**src/rtl/clct_pid_pkg.sv**
```systemverilog
// Shared constants and types for the CLCT pattern-ID readout path.
// The 5-bit code packs lct0-only (0..4), dual (5..29, radix 5), lct1-only (30) and none (31).
package clct_pid_pkg;

  localparam int unsigned PID_SINGLE_MAX = 4;
  localparam int unsigned PID_DUAL_BASE  = 5;
  localparam int unsigned PID_RADIX      = 5;
  localparam int unsigned PID_LCT1_ONLY  = 30;
  localparam int unsigned PID_NONE       = 31;

  typedef logic [4:0] pid_t;

  typedef struct packed {
    logic       lct0_vpf;
    logic       lct1_vpf;
    logic [2:0] pid0;
    logic [2:0] pid1;
  } pid_dec_t;

endpackage

```
**src/rtl/clct_pid_readout_fifo_if.sv**
```systemverilog
// Write/readout bundle between the pattern-ID encoder, the readout FIFO and the DAQ header builder.
interface clct_pid_readout_fifo_if #(
  parameter int unsigned DEPTH     = 16,
  parameter int unsigned BXN_WIDTH = 12,
  parameter int unsigned OVF_WIDTH = 8
);
  localparam int unsigned CNT_W = $clog2(DEPTH) + 1;

  logic                 clct_pid_we;
  logic [4:0]           clct_pid;
  logic                 bxn_clear;
  logic                 rd_ready;
  logic                 rd_valid;
  logic [4:0]           rd_pid;
  logic [BXN_WIDTH-1:0] rd_bxn;
  logic                 rd_lct0_vpf;
  logic                 rd_lct1_vpf;
  logic [2:0]           rd_pid0;
  logic [2:0]           rd_pid1;
  logic [CNT_W-1:0]     fifo_wdcnt;
  logic                 fifo_full;
  logic                 fifo_empty;
  logic [OVF_WIDTH-1:0] ovf_cnt;

  modport slave (
    input  clct_pid_we, clct_pid, bxn_clear, rd_ready,
    output rd_valid, rd_pid, rd_bxn, rd_lct0_vpf, rd_lct1_vpf, rd_pid0, rd_pid1,
           fifo_wdcnt, fifo_full, fifo_empty, ovf_cnt
  );

  modport master (
    output clct_pid_we, clct_pid, bxn_clear, rd_ready,
    input  rd_valid, rd_pid, rd_bxn, rd_lct0_vpf, rd_lct1_vpf, rd_pid0, rd_pid1,
           fifo_wdcnt, fifo_full, fifo_empty, ovf_cnt
  );
endinterface

```
**src/rtl/pid_decode_5bits.sv**
```systemverilog
// Combinational decode of the combined 5-bit CLCT code back into per-LCT valid flags and pattern IDs.
module pid_decode_5bits
  import clct_pid_pkg::*;
(
  input  pid_t     pid_i,
  output pid_dec_t dec_o
);

  logic [4:0] dual;

  always_comb begin
    dec_o = '0;
    dual  = pid_i - 5'(PID_DUAL_BASE);
    if (pid_i <= 5'(PID_SINGLE_MAX)) begin
      dec_o.lct0_vpf = 1'b1;
      dec_o.pid0     = pid_i[2:0];
    end else if (pid_i < 5'(PID_LCT1_ONLY)) begin
      dec_o.lct0_vpf = 1'b1;
      dec_o.lct1_vpf = 1'b1;
      dec_o.pid0     = 3'(dual % 5'(PID_RADIX));
      dec_o.pid1     = 3'(dual / 5'(PID_RADIX));
    end else if (pid_i != 5'(PID_NONE)) begin
      dec_o.lct1_vpf = 1'b1;
    end
  end

endmodule

```
**src/rtl/clct_pid_readout_fifo.sv**
```systemverilog
// BXN-tagged show-ahead FIFO for CLCT pattern-ID codes with decoded readout.
// Optional: define CLCT_PID_SKIP_EMPTY_EN to discard code-31 (no LCT) writes.
module clct_pid_readout_fifo
  import clct_pid_pkg::*;
#(
  parameter int unsigned DEPTH     = 16,
  parameter int unsigned BXN_WIDTH = 12,
  parameter int unsigned BXN_MAX   = 3563,
  parameter int unsigned OVF_WIDTH = 8
) (
  input  logic                   clock,
  input  logic                   global_reset_n,
  clct_pid_readout_fifo_if.slave bus
);

  localparam int unsigned AW = $clog2(DEPTH);
  localparam int unsigned CW = AW + 1;

  typedef struct packed {
    logic [BXN_WIDTH-1:0] bxn;
    pid_t                 pid;
  } entry_t;

  entry_t               mem_q [DEPTH];
  entry_t               head_q, head_d, new_entry;
  logic                 valid_q, valid_d;
  logic [AW-1:0]        wr_ptr_q, wr_ptr_d, rd_ptr_q, rd_ptr_d;
  logic [CW-1:0]        cnt_q, cnt_d;
  logic [BXN_WIDTH-1:0] bxn_q, bxn_d;
  logic [OVF_WIDTH-1:0] ovf_q, ovf_d;
  logic                 wr_req, pop, push;
  pid_dec_t             dec;

`ifdef CLCT_PID_SKIP_EMPTY_EN
  assign wr_req = bus.clct_pid_we && (bus.clct_pid != pid_t'(PID_NONE));
`else
  assign wr_req = bus.clct_pid_we;
`endif

  assign pop       = valid_q && bus.rd_ready;
  assign push      = wr_req && ((cnt_q != CW'(DEPTH)) || pop);
  assign new_entry = '{bxn: bxn_q, pid: bus.clct_pid};

  always_comb begin
    bxn_d    = (bus.bxn_clear || (bxn_q == BXN_WIDTH'(BXN_MAX))) ? '0 : bxn_q + 1'b1;
    wr_ptr_d = push ? wr_ptr_q + 1'b1 : wr_ptr_q;
    rd_ptr_d = pop  ? rd_ptr_q + 1'b1 : rd_ptr_q;
    cnt_d    = cnt_q + CW'(push) - CW'(pop);
    ovf_d    = (wr_req && !push && (ovf_q != '1)) ? ovf_q + 1'b1 : ovf_q;
    valid_d  = (cnt_d != '0);
    head_d   = '0;
    // Head register mirrors mem[rd_ptr]; bypass the write when the new entry becomes head.
    if (valid_d) begin
      head_d = (push && ((cnt_q - CW'(pop)) == '0)) ? new_entry : mem_q[rd_ptr_d];
    end
  end

  always_ff @(posedge clock or negedge global_reset_n) begin
    if (!global_reset_n) begin
      wr_ptr_q <= '0;
      rd_ptr_q <= '0;
      cnt_q    <= '0;
      bxn_q    <= '0;
      ovf_q    <= '0;
      head_q   <= '0;
      valid_q  <= 1'b0;
    end else begin
      wr_ptr_q <= wr_ptr_d;
      rd_ptr_q <= rd_ptr_d;
      cnt_q    <= cnt_d;
      bxn_q    <= bxn_d;
      ovf_q    <= ovf_d;
      head_q   <= head_d;
      valid_q  <= valid_d;
    end
  end

  always_ff @(posedge clock) begin
    if (push) mem_q[wr_ptr_q] <= new_entry;
  end

  pid_decode_5bits u_decode (
    .pid_i (head_q.pid),
    .dec_o (dec)
  );

  // Code 0 decodes as a valid lct0, so flags are gated to keep an empty FIFO all-zero.
  assign bus.rd_valid    = valid_q;
  assign bus.rd_pid      = head_q.pid;
  assign bus.rd_bxn      = head_q.bxn;
  assign bus.rd_lct0_vpf = valid_q & dec.lct0_vpf;
  assign bus.rd_lct1_vpf = valid_q & dec.lct1_vpf;
  assign bus.rd_pid0     = valid_q ? dec.pid0 : '0;
  assign bus.rd_pid1     = valid_q ? dec.pid1 : '0;
  assign bus.fifo_wdcnt  = cnt_q;
  assign bus.fifo_full   = (cnt_q == CW'(DEPTH));
  assign bus.fifo_empty  = (cnt_q == '0);
  assign bus.ovf_cnt     = ovf_q;

endmodule

```
**src/flat_wrapper.sv**
```systemverilog
// flat-port wrapper written by rule: the top's interface ports become plain ports
module clct_pid_readout_fifo_flat import clct_pid_pkg::*;
#(
  parameter int unsigned DEPTH     = 16,
  parameter int unsigned BXN_WIDTH = 12,
  parameter int unsigned BXN_MAX   = 3563,
  parameter int unsigned OVF_WIDTH = 8
)
  (clock, global_reset_n, bus_clct_pid_we, bus_clct_pid, bus_bxn_clear, bus_rd_ready, bus_rd_valid, bus_rd_pid, bus_rd_bxn, bus_rd_lct0_vpf, bus_rd_lct1_vpf, bus_rd_pid0, bus_rd_pid1, bus_fifo_wdcnt, bus_fifo_full, bus_fifo_empty, bus_ovf_cnt);
  clct_pid_readout_fifo_if #(.DEPTH(DEPTH), .BXN_WIDTH(BXN_WIDTH), .OVF_WIDTH(OVF_WIDTH)) bus_i ();
  input  logic clock;
  input  logic global_reset_n;
  input wire logic [$bits(bus_i.clct_pid_we)-1:0] bus_clct_pid_we;
  input wire logic [$bits(bus_i.clct_pid)-1:0] bus_clct_pid;
  input wire logic [$bits(bus_i.bxn_clear)-1:0] bus_bxn_clear;
  input wire logic [$bits(bus_i.rd_ready)-1:0] bus_rd_ready;
  output wire logic [$bits(bus_i.rd_valid)-1:0] bus_rd_valid;
  output wire logic [$bits(bus_i.rd_pid)-1:0] bus_rd_pid;
  output wire logic [$bits(bus_i.rd_bxn)-1:0] bus_rd_bxn;
  output wire logic [$bits(bus_i.rd_lct0_vpf)-1:0] bus_rd_lct0_vpf;
  output wire logic [$bits(bus_i.rd_lct1_vpf)-1:0] bus_rd_lct1_vpf;
  output wire logic [$bits(bus_i.rd_pid0)-1:0] bus_rd_pid0;
  output wire logic [$bits(bus_i.rd_pid1)-1:0] bus_rd_pid1;
  output wire logic [$bits(bus_i.fifo_wdcnt)-1:0] bus_fifo_wdcnt;
  output wire logic [$bits(bus_i.fifo_full)-1:0] bus_fifo_full;
  output wire logic [$bits(bus_i.fifo_empty)-1:0] bus_fifo_empty;
  output wire logic [$bits(bus_i.ovf_cnt)-1:0] bus_ovf_cnt;
  assign bus_i.clct_pid_we = bus_clct_pid_we;
  assign bus_i.clct_pid = bus_clct_pid;
  assign bus_i.bxn_clear = bus_bxn_clear;
  assign bus_i.rd_ready = bus_rd_ready;
  assign bus_rd_valid = bus_i.rd_valid;
  assign bus_rd_pid = bus_i.rd_pid;
  assign bus_rd_bxn = bus_i.rd_bxn;
  assign bus_rd_lct0_vpf = bus_i.rd_lct0_vpf;
  assign bus_rd_lct1_vpf = bus_i.rd_lct1_vpf;
  assign bus_rd_pid0 = bus_i.rd_pid0;
  assign bus_rd_pid1 = bus_i.rd_pid1;
  assign bus_fifo_wdcnt = bus_i.fifo_wdcnt;
  assign bus_fifo_full = bus_i.fifo_full;
  assign bus_fifo_empty = bus_i.fifo_empty;
  assign bus_ovf_cnt = bus_i.ovf_cnt;
  clct_pid_readout_fifo #(.DEPTH(DEPTH), .BXN_WIDTH(BXN_WIDTH), .BXN_MAX(BXN_MAX), .OVF_WIDTH(OVF_WIDTH)) u_core (.clock(clock), .global_reset_n(global_reset_n), .bus(bus_i));
endmodule
```
**config.mk**
```make
export PLATFORM = sky130hd
export DESIGN_NAME = clct_pid_readout_fifo_flat
export DESIGN_NICKNAME = d
export VERILOG_FILES = /design/src/rtl/clct_pid_pkg.sv /design/src/rtl/clct_pid_readout_fifo_if.sv /design/src/rtl/pid_decode_5bits.sv /design/src/rtl/clct_pid_readout_fifo.sv /design/src/flat_wrapper.sv
export SDC_FILE = /design/constraint.sdc
export NUM_CORES = 1
export LEC_CHECK = 0
export BUFFER_PORTS_ARGS = -buffer_cell sky130_fd_sc_hd__buf_2
export CAP_MARGIN = 15
export CORE_ASPECT_RATIO = 1.2
export CORE_MARGIN = 1
export CORE_UTILIZATION = 40
export DETAILED_ROUTE_END_ITERATION = 6
export PLACE_DENSITY = 0.52
export SLEW_MARGIN = 20
export SYNTH_ARGS = -nofsm -noshare
export SYNTH_HDL_FRONTEND = slang
export SYNTH_HIERARCHICAL = 1
export SYNTH_SLANG_ARGS = --single-unit
```
**constraint.sdc**
```tcl
create_clock -name clock -period 4.7 [get_ports clock]
set_input_delay 0.94 -clock clock [delete_from_list [all_inputs] [get_ports clock]]
set_output_delay 0.94 -clock clock [all_outputs]
set_load 0.01 [all_outputs]
```
[Word level (Yosys, flattened, before mapping)]
Memory sizes are Yosys's and may differ from the RTL's.
Cells that the tools add are included.
Cells by class
  bitwise gates (word level): 2
  multiplexer cells: 16
  magnitude comparators: 2
  add/sub/neg operators: 8
  divide/modulo/power cells: 2
  reductions and logical operators: 11
  eq/ne operators: 5
Operators by type and width (number)
  $mux W17: 2
  $add A12 B1 Y12 const B: 1
  $eq A12 B12 Y1 const B: 1
  $mux W12: 1
  $mux W3: 4
  $logic_not A5 Y1: 2
  $ne A5 B5 Y1 const B: 2
  $sub A5 B1 Y5: 2
  $add A4 B1 Y4 const B: 2
  $add A8 B1 Y8 const B: 1
  $ne A8 B8 Y1 const B: 1
  $mux W1: 7
  $mux W6: 1
  $add A5 B1 Y5: 1
  $div A5 B3 Y5 const B: 1
  $eq A5 B5 Y1 const B: 1
  $le A5 B3 Y1 const B: 1
  $logic_and A1 B1 Y1: 5
  $lt A5 B5 Y1 const B: 1
  $mod A5 B3 Y5 const B: 1
  $reduce_bool A5 Y1: 1
  $sub A5 B3 Y5 const B: 1
  $mux W4: 1
  $and A1 B1 Y1: 2
  2 further kinds: 3
Word-level totals
  word-level logic and storage cells: 55
  input port bits: 10
  memory bits (writable): 272
  bits in registers: 51
  memories kept: 1
  output and inout bits: 41
Memories
  u_core.mem_q: words 16, bits a word 17, read ports 1, clocked after memory_dff 0, wr ports 1, RTL line clct_pid_readout_fifo.sv:24  | entry_t mem_q [DEPTH];

[Depth between registers and ports, before layout]
  word-level depth: 7
  mapped depth: 18
  mapped depth without buffers: 16

[Hierarchy]
Netlist, hierarchy kept.
Modules (own cells, without submodules)
  clct_pid_readout_fifo: area an instance 14252.4 um^2, sequential area each 9444.1 um^2, times used 1, cells each 835
  pid_decode_5bits: area an instance 753.2 um^2, sequential area each 0.0 um^2, times used 1, cells each 114

[Least setup slack after synthesis]
OpenSTA, ideal clock, no wires.
  path kind: register to output
  start point: register u_core.head_q (netlist bit u_core/bus.rd_pid[0])
  end point: output bus_rd_pid0[0]
  arrival: 3.544 ns
  slack: 0.216 ns
  buffers on the path: 2
  stages on the path, launching flop included: 17
  cell sequence: dfrtp_1 > buf_6 > inv_1 > ha_1 > clkbuf_2 > mux4_2 > mux2i_1 > mux2_2 > ha_1 > nor2b_1 > o21ai_0 > a21oi_1 > mux4_2 > nand4b_2 > or3_1 > a21boi_1 > and2_1
RTL lines
  start, declared: RTL line clct_pid_readout_fifo.sv:25  | entry_t head_q, head_d, new_entry;
  start signal, assigned: RTL line clct_pid_readout_fifo.sv:65  | head_q <= '0;
  start signal, assigned: RTL line clct_pid_readout_fifo.sv:73  | head_q <= head_d;
  end, declared: RTL line flat_wrapper.sv:22  | output wire logic [$bits(bus_i.rd_pid0)-1:0] bus_rd_pid0;

==> summary.txt <==
Detailed routing
  • DRC Markers: 0
  • Post-route ant nets: 0
  • Initial DRC Count: 536
  • Met2 wire length: 18,960 um
  • WL per Instance: 24.28 um
  • DRT Pass-1 Iters: 5
  • Final WL: 37,410 um
  • Total number of vias: 8,695
  • DR vias/cell: 5.642
  • Top Layer Used: met4
  • WL met3: 1488 um
  • Met1 wire length: 16,010 um

Clocking
  • CTS tree: built
  • # clock sinks: 323
  • Clock Tree Root: clkbuf_16
  • Clk slew on worst S/H paths: 60 ps
  • Clock buffer depth: 3
  • Num CTS Buffers: 35
  • Worst skew pair latency: 520 ps
  • CTS Hold Buffers Added: 0
  • Depth of the CTS H-tree: 2

GRT
  • Gr usage total: 20.11%
  • Global-route wire length before repair: 56,090 um
  • Initial antenna violation count: 0
  • Largest net degree at the start of global routing: 69
  • Grt total ovfl: 0
  • Vias in the first global route: 8,982

STA
  • Worst hold margin: 469.0 ps
  • Worst slew margin: 39.71%
  • Setup violators final: 3
  • Max Slew Vio Count: 0
  • Fin. Hold Viols: 0
  • Slew @ Worst Pin: 904.4 ps
  • Final worst slack: -202.1 ps
  • F_max: 204.0 MHz
  • RSZ-0062 raised after global routing: yes
  • Final worst path period share: 104.3%
  • Clk_skew: 11.06 ps
  • Minimum clock period: 4902 ps

Pwr
  • Worst VDD drop: 0.0005863 V
  • Leak pwr: 6.497 nW
  • Pwr Density: 750.6 nW/um^2

Cells and area
  • Area grow syn2layout: 16.47%
  • Layout cell share with drive strength beyond 1: 26.62%
  • Commonest non-fill, non-tap cell in the layout: edfxtp_1
  • # diodes: 0
  • Cell area after layout: 17,480 um^2
  • Post-Layout Cell Count: 1,541
  • NumNets Final: 1,072
  • Fillers: 3,174
  • Most frequent cells in the layout: edfxtp_1 (272), mux2i_1 (138), mux4_2 (65), buf_4 (57), nor2_1 (56)

Flow run
  • Maxcap violations: 0

Synth
  • Post-synth EDFFs: 272
  • Asr flop ratio synth: 15.79%
  • Sequential share of the synthesized area: 62.94%
  • Post-Syn Instances: 949
  • Synth warnings: 6
  • #FFs+latches synth: 323
  • Synth cell types: 63
  • Synthesized Nets: 980
  • Ys flop type: edfxtp_1
  • Mean post-synth cell area: 15.81 um^2
  • Mapped cell area: 15,010 um^2

Outcome
  • Status: complete, but fails checks
  • Violated checks: negative setup slack

Critical path
  • Crit path kind: reg -> out
  • Crit path launch type: flip-flop
  • Critical path origin: u_core/bus.rd_pid[1]$_DFF_PN0_
  • Reg2reg start: u_core/bus.fifo_wdcnt[2]$_DFF_PN0_
  • Critical path peak fanout: 5
  • CP Data Required Time: 3760 ps
  • Data arrival time of the critical path: 3960 ps
  • CP endpoint kind: output pin

Placed design
  • Setup slack at placement: -14.30 ps
  • Detailed placement HPWL: 21,310 um
  • Gp weighted congestion: 0.7594
  • Port-buffer cells: 50
  • DP Cell Count: 1,461
  • Placed cell areas: 16,020 um^2

Floorplan
  • Die ar.: 38,300 um^2
  • Die W: 178.8 um
  • Ports: 51
  • Core Footprint: 36,900 um^2
  • Rows: 77
  • Die H: 214.2 um
  • Initial core utilization: 40.67%

Hold path
  • Worst hold path class: in -> async
critical path, stage by stage, from the launching register on:
cell and delay (ps):
dfrtp_1 410, buf_6 140, o211ai_1 180, o21ai_1 90, mux4_2 500, mux2i_1 140
mux2_4 290, ha_4 170, nor2b_4 180, nor3b_2 70, o21ai_1 140, mux4_2 280
nand4b_4 130, or3_1 320, a21boi_1 160, and2_1 140, buf_2 120
sequential cells by signal, indices dropped and copies added, names as in the netlist:
| name | count |
|---|---|
| u_core/mem_q | 272 |
| u_core/rd_ptr_q | 4 |
| u_core/wr_ptr_q | 4 |
| u_core/bxn_q | 12 |
| u_core/bus.rd_pid | 5 |
| u_core/bus.rd_bxn | 12 |
| u_core/bus.ovf_cnt | 8 |
| u_core/bus.rd_valid | 1 |
| u_core/bus.fifo_wdcnt | 5 |
what timing repair did:
| item | 4_1_cts | 5_1_grt |
|---|---|---|
| pin swaps | 6 | 9 |
| setup buffers | 16 | 1 |
| gates resized for setup | 16 | 12 |
| setup endpoints to repair | 4 | 4 |
cell families after synthesis:
kind of cell             share of synthesized area [%]
multiplexers                                     20.05
AO/OA/AOI/OAI                                    4.253
XOR/XNOR                                         1.985
AND/OR/NAND/NOR                                  6.204
adder cells (fa/ha/maj)                          1.801
flip-flops                                       62.94
buffers and inverters                            2.768
final timing paths:
| check | slack [ps] | depth (start not counted) | end |
|---|---|---|---|
| worst min-delay path | 470 | 1 | u_core/bus.rd_pid[3]$_DFF_PN0_ |
| worst min register to register | 490 | 1 | u_core/bus.ovf_cnt[6]$_DFFE_PN0P_ |
| min in group clock | 490 | 1 | u_core/bus.ovf_cnt[6]$_DFFE_PN0P_ |
| worst max-delay path | -200 | 16 | bus_rd_pid0[0] |
| worst max register to register | 990 | 15 | u_core/bus.rd_pid[2]$_DFF_PN0_ |
| max in group asynchronous | 3360 | 2 | u_core/bxn_q[10]$_DFF_PN0_ |
metrics by stage:
step / utilization (%) / setup TNS, ps / power [mW]
after global routing: 47.36 / -1246 / 13.87
after detailed placement: 43.42 / -14.30 / 9.895
after CTS: 47.21 / -548.9 / 13.15
after global placement: 43.42 / 0 / 9.875
after floorplan: - / 0 / 8.066
final: 47.36 / -593.2 / 13.12
synth_stat cells (2+ instances only):
| master | n | area share (%) |
|---|---|---|
| edfxtp_1 | 272 | 54 |
| mux2i_1 | 139 | 9.3 |
| nor2_1 | 69 | 1.7 |
| mux4_2 | 65 | 9.8 |
| dfrtp_1 | 51 | 8.5 |
| a21oi_1 | 42 | 1.4 |
| nor3_1 | 28 | 0.93 |
| buf_2 | 24 | 0.80 |
| inv_1 | 23 | 0.58 |
| nand2_1 | 22 | 0.55 |
| ha_1 | 20 | 1.7 |
| clkbuf_1 | 18 | 0.45 |
| a221o_1 | 17 | 1.1 |
| xnor2_1 | 17 | 0.99 |
| xor2_1 | 12 | 0.70 |
| and2_1 | 11 | 0.46 |
| nand2b_1 | 10 | 0.42 |
| o21ai_0 | 10 | 0.33 |
| nand4_1 | 9 | 0.38 |
| buf_6 | 7 | 0.53 |
| nand3_1 | 7 | 0.23 |
| and3_1 | 5 | 0.21 |
| mux4_1 | 5 | 0.88 |
| or3_1 | 5 | 0.21 |
| buf_1 | 4 | 0.10 |
| buf_4 | 4 | 0.20 |
| nor2b_1 | 4 | 0.17 |
| o211ai_1 | 4 | 0.20 |
| a31o_2 | 3 | 0.18 |
| a31oi_1 | 3 | 0.13 |
| nor4b_1 | 3 | 0.18 |
| a211oi_1 | 2 | 0.10 |
| mux2_2 | 2 | 0.15 |
| nor4_1 | 2 | 0.083 |
| o21bai_1 | 2 | 0.10 |
metal layers:
| layer | track usage (%) | vias up |
|---|---|---|
| met5 | 0 | - |
| met4 | 6.384 | 0 |
| met3 | 2.979 | 62 |
| met2 | 34.11 | 207 |
| met1 | 26.30 | 4525 |
| li1 | - | 3901 |
where the power goes:
part	total [mW]	leakage (nW)	switching (mW)	internal, mW
clock network	2.89	0.592	1.10	1.78
logic	6.35	2.76	3.37	2.98
registers	3.88	3.15	0.375	3.51
total	13.1	6.50	4.85	8.27
final cells by class:
cell class                      count  area [um^2]  area share [%]
Clock inverter                     19        250.2           1.432
Inverter                           25        98.84          0.5656
Tap cell                          474        593.1           3.393
Timing Repair Buffer              113        772.0           4.417
Clock buffer                       44        962.2           5.505
Multi-Input combinational cell    543         5350           30.61
Sequential cell                   323         9450           54.07
Power figures use the tool's default switching activity.
